[config.mk]
export PLATFORM = sky130hd
export DESIGN_NAME = pipe_ctrl_flat
export DESIGN_NICKNAME = d
export VERILOG_FILES = /design/src/rtl/pipe_ctrl_if.sv /design/src/rtl/pipe_ctrl.sv /design/src/flat_wrapper.sv
export SDC_FILE = /design/constraint.sdc
export NUM_CORES = 1
export LEC_CHECK = 0
export CAP_MARGIN = 0
export CORE_MARGIN = 2
export CORE_UTILIZATION = 49
export DETAILED_ROUTE_END_ITERATION = 8
export PLACE_DENSITY = 0.79
export SYNTH_ARGS = -nofsm -noshare
export SYNTH_HDL_FRONTEND = slang
export SYNTH_SLANG_ARGS = --single-unit
[constraint.sdc]
create_clock -name clk -period 2.6 [get_ports clk]
set_clock_uncertainty 0.2 [all_clocks]
set_input_delay 0.26 -clock clk [delete_from_list [all_inputs] [get_ports clk]]
set_output_delay 0.26 -clock clk [all_outputs]
set_load 0.02 [all_outputs]
[src/rtl/pipe_ctrl_if.sv]
// Request/response bundle between the pipeline hazard sources and pipe_ctrl.
// The master drives hazard requests, and the slave (the controller) returns the stall and flush controls.
interface pipe_ctrl_if #(
  parameter int MC_CNT_W = 6,
  parameter int PERF_W   = 16
);
  logic                id_stall_req;
  logic                ex_mc_start;
  logic [MC_CNT_W-1:0] ex_mc_cycles;
  logic                ex_mc_abort;
  logic                flush_req;
  logic                perf_clr;
  logic [5:0]          stall;
  logic                flush;
  logic                mc_busy;
  logic                mc_done;
  logic [PERF_W-1:0]   stall_cnt;

  modport master (
    output id_stall_req, ex_mc_start, ex_mc_cycles, ex_mc_abort, flush_req, perf_clr,
    input  stall, flush, mc_busy, mc_done, stall_cnt
  );

  modport slave (
    input  id_stall_req, ex_mc_start, ex_mc_cycles, ex_mc_abort, flush_req, perf_clr,
    output stall, flush, mc_busy, mc_done, stall_cnt
  );
endinterface

[src/rtl/pipe_ctrl.sv]
// Five-stage pipeline stall/flush arbiter with a multi-cycle EX sequencer
// and a saturating stall-cycle performance counter.
module pipe_ctrl #(
  parameter int MC_CNT_W = 6,
  parameter int PERF_W   = 16
) (
  input  logic       clk,
  input  logic       rst,
  pipe_ctrl_if.slave bus
);

  localparam logic [0:0] IDLE   = 1'b0;
  localparam logic [0:0] MC_RUN = 1'b1;

  localparam logic [5:0] S_NONE = 6'b000000;
  localparam logic [5:0] S_ID   = 6'b000111;
  localparam logic [5:0] S_EX   = 6'b001111;

  logic [0:0]          fsm;
  logic [MC_CNT_W-1:0] cnt;
  logic                mc_done;
  logic [PERF_W-1:0]   stall_cnt;

  logic                running;
  logic                start_ok;
  logic                abort_ok;
  logic [5:0]          stall_c;
  logic                flush_c;

  assign running  = (fsm == MC_RUN);
  assign start_ok = !running && bus.ex_mc_start && (bus.ex_mc_cycles != '0);
  assign abort_ok = running && bus.ex_mc_abort;

  // NOTE: every output of this block gets a default first, so no path can infer a latch.
  // Gating on rst drops the combinational outputs in the same cycle that the reset is asserted.
  always_comb begin
    stall_c = S_NONE;
    flush_c = 1'b0;
    if (!rst) begin
      stall_c = S_NONE;
    end else if (bus.flush_req) begin
      flush_c = 1'b1;
    end else if (abort_ok) begin
      stall_c = S_NONE;
    end else if (running || start_ok) begin
      stall_c = S_EX;
    end else if (bus.id_stall_req) begin
      stall_c = S_ID;
    end
  end

  // NOTE: sequential state uses non-blocking assignments, so every register samples pre-edge values.
  always_ff @(posedge clk or negedge rst) begin
    if (!rst) begin
      fsm     <= IDLE;
      cnt     <= '0;
      mc_done <= 1'b0;
    end else begin
      mc_done <= 1'b0;
      if (bus.flush_req) begin
        fsm <= IDLE;
        cnt <= '0;
      end else if (running) begin
        if (bus.ex_mc_abort) begin
          fsm <= IDLE;
          cnt <= '0;
        end else if (cnt == MC_CNT_W'(1)) begin
          fsm     <= IDLE;
          cnt     <= '0;
          mc_done <= 1'b1;
        end else begin
          cnt <= cnt - MC_CNT_W'(1);
        end
      end else if (start_ok) begin
        // A single-cycle op finishes without entering MC_RUN.
        if (bus.ex_mc_cycles == MC_CNT_W'(1)) begin
          mc_done <= 1'b1;
        end else begin
          fsm <= MC_RUN;
          cnt <= bus.ex_mc_cycles - MC_CNT_W'(1);
        end
      end
    end
  end

  always_ff @(posedge clk or negedge rst) begin
    if (!rst) begin
      stall_cnt <= '0;
    end else if (bus.perf_clr) begin
      stall_cnt <= '0;
    end else if (stall_c[0] && (stall_cnt != '1)) begin
      stall_cnt <= stall_cnt + PERF_W'(1);
    end
  end

  assign bus.stall     = stall_c;
  assign bus.flush     = flush_c;
  assign bus.mc_busy   = running;
  assign bus.mc_done   = mc_done;
  assign bus.stall_cnt = stall_cnt;

endmodule
[src/flat_wrapper.sv]
// flat-port wrapper written by rule: the top's interface ports become plain ports
module pipe_ctrl_flat 
#(
  parameter int MC_CNT_W = 6,
  parameter int PERF_W   = 16
)
  (clk, rst, bus_id_stall_req, bus_ex_mc_start, bus_ex_mc_cycles, bus_ex_mc_abort, bus_flush_req, bus_perf_clr, bus_stall, bus_flush, bus_mc_busy, bus_mc_done, bus_stall_cnt);
  pipe_ctrl_if #(.MC_CNT_W(MC_CNT_W), .PERF_W(PERF_W)) bus_i ();
  input  logic clk;
  input  logic rst;
  input wire logic [$bits(bus_i.id_stall_req)-1:0] bus_id_stall_req;
  input wire logic [$bits(bus_i.ex_mc_start)-1:0] bus_ex_mc_start;
  input wire logic [$bits(bus_i.ex_mc_cycles)-1:0] bus_ex_mc_cycles;
  input wire logic [$bits(bus_i.ex_mc_abort)-1:0] bus_ex_mc_abort;
  input wire logic [$bits(bus_i.flush_req)-1:0] bus_flush_req;
  input wire logic [$bits(bus_i.perf_clr)-1:0] bus_perf_clr;
  output wire logic [$bits(bus_i.stall)-1:0] bus_stall;
  output wire logic [$bits(bus_i.flush)-1:0] bus_flush;
  output wire logic [$bits(bus_i.mc_busy)-1:0] bus_mc_busy;
  output wire logic [$bits(bus_i.mc_done)-1:0] bus_mc_done;
  output wire logic [$bits(bus_i.stall_cnt)-1:0] bus_stall_cnt;
  assign bus_i.id_stall_req = bus_id_stall_req;
  assign bus_i.ex_mc_start = bus_ex_mc_start;
  assign bus_i.ex_mc_cycles = bus_ex_mc_cycles;
  assign bus_i.ex_mc_abort = bus_ex_mc_abort;
  assign bus_i.flush_req = bus_flush_req;
  assign bus_i.perf_clr = bus_perf_clr;
  assign bus_stall = bus_i.stall;
  assign bus_flush = bus_i.flush;
  assign bus_mc_busy = bus_i.mc_busy;
  assign bus_mc_done = bus_i.mc_done;
  assign bus_stall_cnt = bus_i.stall_cnt;
  pipe_ctrl #(.MC_CNT_W(MC_CNT_W), .PERF_W(PERF_W)) u_core (.clk(clk), .rst(rst), .bus(bus_i));
endmodule
== Word-level counts from Yosys, hierarchy flattened ==
Index checks and enable logic that the tools add are counted.
W data, S select, Z words.

* Divide/modulo/power cells: 0
* Mux-type cells: 27
* Equality and inequality tests: 4
* Shifts and indexed selects: 0
* Bitwise gates (word level): 0
* Multipliers: 0
* Reduce and logical (&&, ||, !) cells: 10
* Magnitude comparators: 0
* $add $sub $neg: 3

{| class="wikitable"
|+ Operators by type and width
! operator !! number
|-
| $mux W6 || 10
|-
| $mux W16 || 2
|-
| $add A16 B1 Y16 const B || 1
|-
| $ne A16 B16 Y1 const B || 1
|-
| $mux W1 || 14
|-
| $eq A6 B1 Y1 const B || 2
|-
| $sub A6 B1 Y6 const B || 2
|-
| $reduce_bool A6 Y1 || 1
|-
| $logic_and A1 B1 Y1 || 4
|-
| $mux W3 || 1
|-
| $ne A3 B2 Y1 const B || 1
|-
| $reduce_bool A3 Y1 || 1
|-
| $reduce_and A2 Y1 || 1
|-
| $reduce_bool A2 Y1 || 1
|-
| $logic_not A1 Y1 || 1
|-
| $logic_or A1 B1 Y1 || 1
|}

* ROM bits: 0
* Register bits: 24
* Memory bits (writable): 0
* Logic and storage cells: 48
* Output and inout bits: 25
* Input port bits: 13
* Latch bits: 0
* Memories kept: 0

== Depth between registers and ports, before layout ==
* Depth in word-level cells: 11
* Gate-level depth with buffers: 7
* Mapped depth without buffers: 6

== Least setup slack after synthesis ==
Ideal clock, no wire load.

* Path type: register -> register
* From: register u_core.fsm (netlist: u_core.bus.mc_busy)
* To: register u_core.stall_cnt[8] (netlist: u_core.bus.stall_cnt[8])
* Slack: 0.390 ns
* Stages on the path, launching flop included: 7
* Data arrival time: 1.885 ns
* Buffers on the path: 2
* Period minus slack after synthesis: 2.210 ns
* Setup time: 0.125 ns
* Data required time: 2.275 ns
* Cell sequence: dfrtp_1 > buf_6 > a2111oi_4 > and2_2 > buf_2 > o2111a_1 > mux2_2

* Cells in the longest elaborated chain, start to end: 10
* Elaborated cells between the ends (all ways): 11
* Classes of those cells: mux (4); reduce/logical (7)

{| class="wikitable"
|+ Ends and longest elaborated chain
! item !! RTL line !! text
|-
| start: declaration || pipe_ctrl.sv:19 || <nowiki>logic [0:0] fsm;</nowiki>
|-
| start signal: assignment || pipe_ctrl.sv:55 || <nowiki>fsm <= IDLE;</nowiki>
|-
| start signal: assignment || pipe_ctrl.sv:61 || <nowiki>fsm <= IDLE;</nowiki>
|-
| start signal: assignment || pipe_ctrl.sv:65 || <nowiki>fsm <= IDLE;</nowiki>
|-
| $logic_not A1 Y1 || pipe_ctrl.sv:31 || <nowiki>assign start_ok = !running && bus.ex_mc_start && (bus.ex_mc_cycles != '0);</nowiki>
|-
| $logic_and A1 B1 Y1 (2 in a row) || pipe_ctrl.sv:31 ||
|-
| $logic_or A1 B1 Y1 || pipe_ctrl.sv:45 || <nowiki>end else if (running || start_ok) begin</nowiki>
|-
| $mux W6 || pipe_ctrl.sv:45 ||
|-
| $mux W6 (*) || pipe_ctrl.sv:43 || <nowiki>end else if (abort_ok) begin</nowiki>
|-
| $mux W6 (*) || pipe_ctrl.sv:41 || <nowiki>end else if (bus.flush_req) begin</nowiki>
|-
| $mux W6 (*) || pipe_ctrl.sv:39 || <nowiki>if (!rst) begin</nowiki>
|-
| via bus_stall[0] || flat_wrapper.sv:17 || <nowiki>output wire logic [$bits(bus_i.stall)-1:0] bus_stall;</nowiki>
|-
| $logic_and A1 B1 Y1 (*) || pipe_ctrl.sv:91 || <nowiki>end else if (stall_c[0] && (stall_cnt != '1)) begin</nowiki>
|-
| $reduce_bool A2 Y1 (no source line) (*) || n/a ||
|-
| end signal: assignment || pipe_ctrl.sv:92 || <nowiki>stall_cnt <= stall_cnt + PERF_W'(1);</nowiki>
|-
| end: declaration || pipe_ctrl.sv:22 || <nowiki>logic [PERF_W-1:0] stall_cnt;</nowiki>
|}

Mark *: on every way through the listed nets, which the timed path passes. The rest lies on a longest branch.
A chain may end at the register's enable or synchronous reset.

== Worst setup path in the final report ==
* From: input port bus_ex_mc_cycles[0]
* To: output port bus_stall[1]

* Cells in the longest elaborated chain, start to end: 7

{| class="wikitable"
|+ Ends and longest elaborated chain
! item !! RTL line !! text
|-
| start: declaration || flat_wrapper.sv:13 || <nowiki>input wire logic [$bits(bus_i.ex_mc_cycles)-1:0] bus_ex_mc_cycles;</nowiki>
|-
| $reduce_bool A6 Y1 || pipe_ctrl.sv:31 ||
|-
| $logic_and A1 B1 Y1 || pipe_ctrl.sv:31 ||
|-
| $logic_or A1 B1 Y1 || pipe_ctrl.sv:45 ||
|-
| $mux W6 || pipe_ctrl.sv:45 ||
|-
| $mux W6 || pipe_ctrl.sv:43 ||
|-
| $mux W6 || pipe_ctrl.sv:41 ||
|-
| $mux W6 || pipe_ctrl.sv:39 ||
|-
| end: declaration || flat_wrapper.sv:17 ||
|}

No other way between the ends.

==> reports/qor.yml <==
detailed_routing:
  via_per_inst: 5.71
  drt_iter0_drc: 93
  wl_per_cell_um: 15.6
  postRouteAntennaNets: 0
  num_vias: 1495
  drc_errors: 0
  drt_wl_total_mm: 4.08
  dr.pass1.iters: 4
critical_path:
  worstSetupPathType: "in -> out"
  worstPathRequired_ns: 2.14
  worstPathArrival_ns: 2.05
  worstPathMaxFanout: 5
  end_kind: "primary output"
  cp-start-kind: "primary input"
floorplanning:
  die-area_um2: 3710
  start_util_pct: 51.5
  core_area_um2: 3080
  num_io_pins: 38
  fp.dieW_um: 60.9
  core.rowCount: 20
  fp.dieH_um: 60.9
finish:
  n_fill_cell: 270
  area_growth_pct: 30.5
  instances_no_fill: 262
  drive_gt1_share_pct: 14.2
  insertedDiodeCount: 0
  nNetsFinal: 237
yosys:
  ys.flop_type: "dfrtp_1"
  yosysMostFrequentCell: "dfrtp_1"
  yosysTopAreaCellShare_pct: 37.9
  synth_top_area_cell: "dfrtp_1"
  synth_cell_types: 49
  synthTopCellsByArea: "dfrtp_1 (38%), a21oi_1 (4.1%), ha_1 (3.9%)"
  synth_seq_cells: 24
  ys_seq_area_share_pct: 37.9
  ys_warn_count: 0
  synth_commonest_cells: "dfrtp_1 (24), nor2_1 (16), a21oi_1 (13)"
  synth_cells: 176
  syn_area_um2: 1590
  synth_edf_count: 0
  avgSynthCellArea_um2: 9.01
  async_flop_share_pct: 100
status:
  outcome: "finished, final reports clean"
pwr:
  power_frac_seq_pct: 51.1
  switching_power_w: 0.000234
  totalPowerFinal_w: 0.000791
  p_leak_nw: 0.900
  p_clk_share_pct: 25.5
  powerDensity_nw_per_um2: 382
  pwr-share-comb_pct: 23.4
  ir_drop_mv: 0.335
  power.internal_w: 0.000556
  p_sw_share_pct: 29.6
global_route:
  grt_max_degree: 25
  grt_overflow: 0
  grt_pass1_wl_mm: 6.46
  grt.total_usage_pct: 22.9
  grt_pass1_vias: 1479
  antenna_found_initial: 0
placed_design:
  post-place-cells: 256
  place_congestion: 0.924
  port_buffers: 35
  place_hpwl_mm: 3.05
sta:
  hold_viol: 0
  drv_slew: 0
  fmax_mhz: 398
  fin_crit_sh_pct: 96.6
  period_minus_slack_ns: 2.51
  setup_violations: 0
  finalHoldWorstSlack_ns: 0.150
  tightest_slew_ns: 0.661
  setup_tns_ns: 0
  maxSlewHeadroom_pct: 55.8
  rsz0062_at_grt: "no"
cts:
  htreeDepth: 1
  cts_tree: "done"
  cts_root_buffer: "clkbuf_4"
  insertion_delay_ns: 0.31
  cts_inserted_buffers: 3
  cts.path.max_buffers: 2
  clkTransAtPathRegs_ns: 0.14
  hold_buffers: 0
  clock-sinks: 24
min_path:
  hold_path.class: "in -> async"
job:
  drv_cap: 0
## power groups by stage
stage | sequential (W) | clock (W) | combinational, W
after CTS | 0.000403 | 0.000208 | 0.000179
after global placement | 0.000410 | 0 | 0.000175
final | 0.000404 | 0.000202 | 0.000185
after floorplan | 0.000408 | 0 | 0.000107
after detailed placement | 0.000410 | 0 | 0.000178
after global routing | 0.000406 | 0.000226 | 0.000202
## per-stage QoR
step | area (um2) | utilization [%] | setup WS (ns)
after floorplan | 1590 | - | 0.390
after global placement | 2000 | 65.1 | 0.129
after detailed placement | 2000 | 65.1 | 0.115
after CTS | 2040 | 66.3 | 0.0508
after global routing | 2070 | 67.2 | 0.0116
final | 2070 | 67.2 | 0.0892
## state kept, by name (all words and copies together), names as in the netlist
| name | flops |
|---|---|
| u_core.bus.stall_cnt | 16 |
| u_core.cnt | 6 |
| u_core.bus.mc_busy | 1 |
| u_core.bus.mc_done | 1 |
## kinds of logic (layout without fill, tap and decap cells)
family | count (synthesis) | after routing | share of synthesized area [%]
DFF | 24 | 24 | 37.9
muxes | 4 | 4 | 2.68
buffers and inverters | 18 | 59 | 5.84
and+or+nand+nor | 74 | 74 | 26.0
other | 1 | 2 | 0.237
AOI/OAI and AO/OA | 43 | 43 | 19.6
xor gates and xnor gates | 7 | 7 | 3.87
adders and majority gates | 5 | 5 | 3.95
## critical path, stage by stage
cell and delay, ns:
clkdlybuf4s50_1 0.49, inv_1 0.07, ha_1 0.26, nand4b_1 0.15, and2_2 0.21, clkdlybuf4s50_1 0.62
## area by class of cell
type | instances | area [um2] | area share, %
well taps | 44 | 55.1 | 2.66
clock buffers | 4 | 36.3 | 1.75
flip-flops and latches | 24 | 602 | 29.1
repair buffers | 46 | 438 | 21.2
multi-input cells | 135 | 903 | 43.7
inverters | 9 | 33.8 | 1.63
## metal layers
layer / track usage (%) / vias up / share of wire, %
met5: 0 / - / 0
met4: 8.07 / 0 / 1.3
met3: 2.77 / 6 / 5.7
met2: 38.2 / 54 / 49
met1: 30.7 / 716 / 44
li1: - / 719 / -
## worst paths after layout
check	from	end	slack, ns	cells after the start
setup / recovery	bus_ex_mc_cycles[0]	bus_stall[1]	0.09	6
hold / removal	rst	u_core.bus.stall_cnt[15]$_DFFE_PN0P_	0.15	2
setup reg to reg	u_core.bus.stall_cnt[1]$_DFFE_PN0P_	u_core.bus.stall_cnt[14]$_DFFE_PN0P_	0.39	6
hold reg to reg	u_core.cnt[5]$_DFFE_PN0P_	u_core.cnt[5]$_DFFE_PN0P_	0.37	1
max in group asynchronous	rst	u_core.bus.mc_busy$_DFF_PN0_	1.80	2
min in group clk	u_core.cnt[5]$_DFFE_PN0P_	u_core.cnt[5]$_DFFE_PN0P_	0.37	1
## layout by cell type (no fill, tap or decap), types with 3 or more instances in the layout
master           Yosys  layout
clkdlybuf4s50_1      0      33
dfrtp_1             24      23
nor2_1              16      15
a21oi_1             13      13
nand2_1             12      12
nand3_1             12      12
buf_4                4      11
inv_1                9       9
o21ai_0              8       8
or3_1                7       7
and3_1               5       5
xor2_1               5       5
ha_1                 5       5
o31ai_1              4       4
nor2b_1              3       3
nand4_1              3       3
a32o_1               3       3
clkbuf_4             0       3
## repair_timing
| item | 4_1_cts | 5_1_grt |
|---|---|---|
| setup buffers | 0 | 2 |
| pin swaps | 0 | 1 |
| setup endpoints to repair | 4 | 4 |
| resized for setup | 1 | 4 |
| cloned | 0 | 0 |
Power figures use the tool's default switching activity.
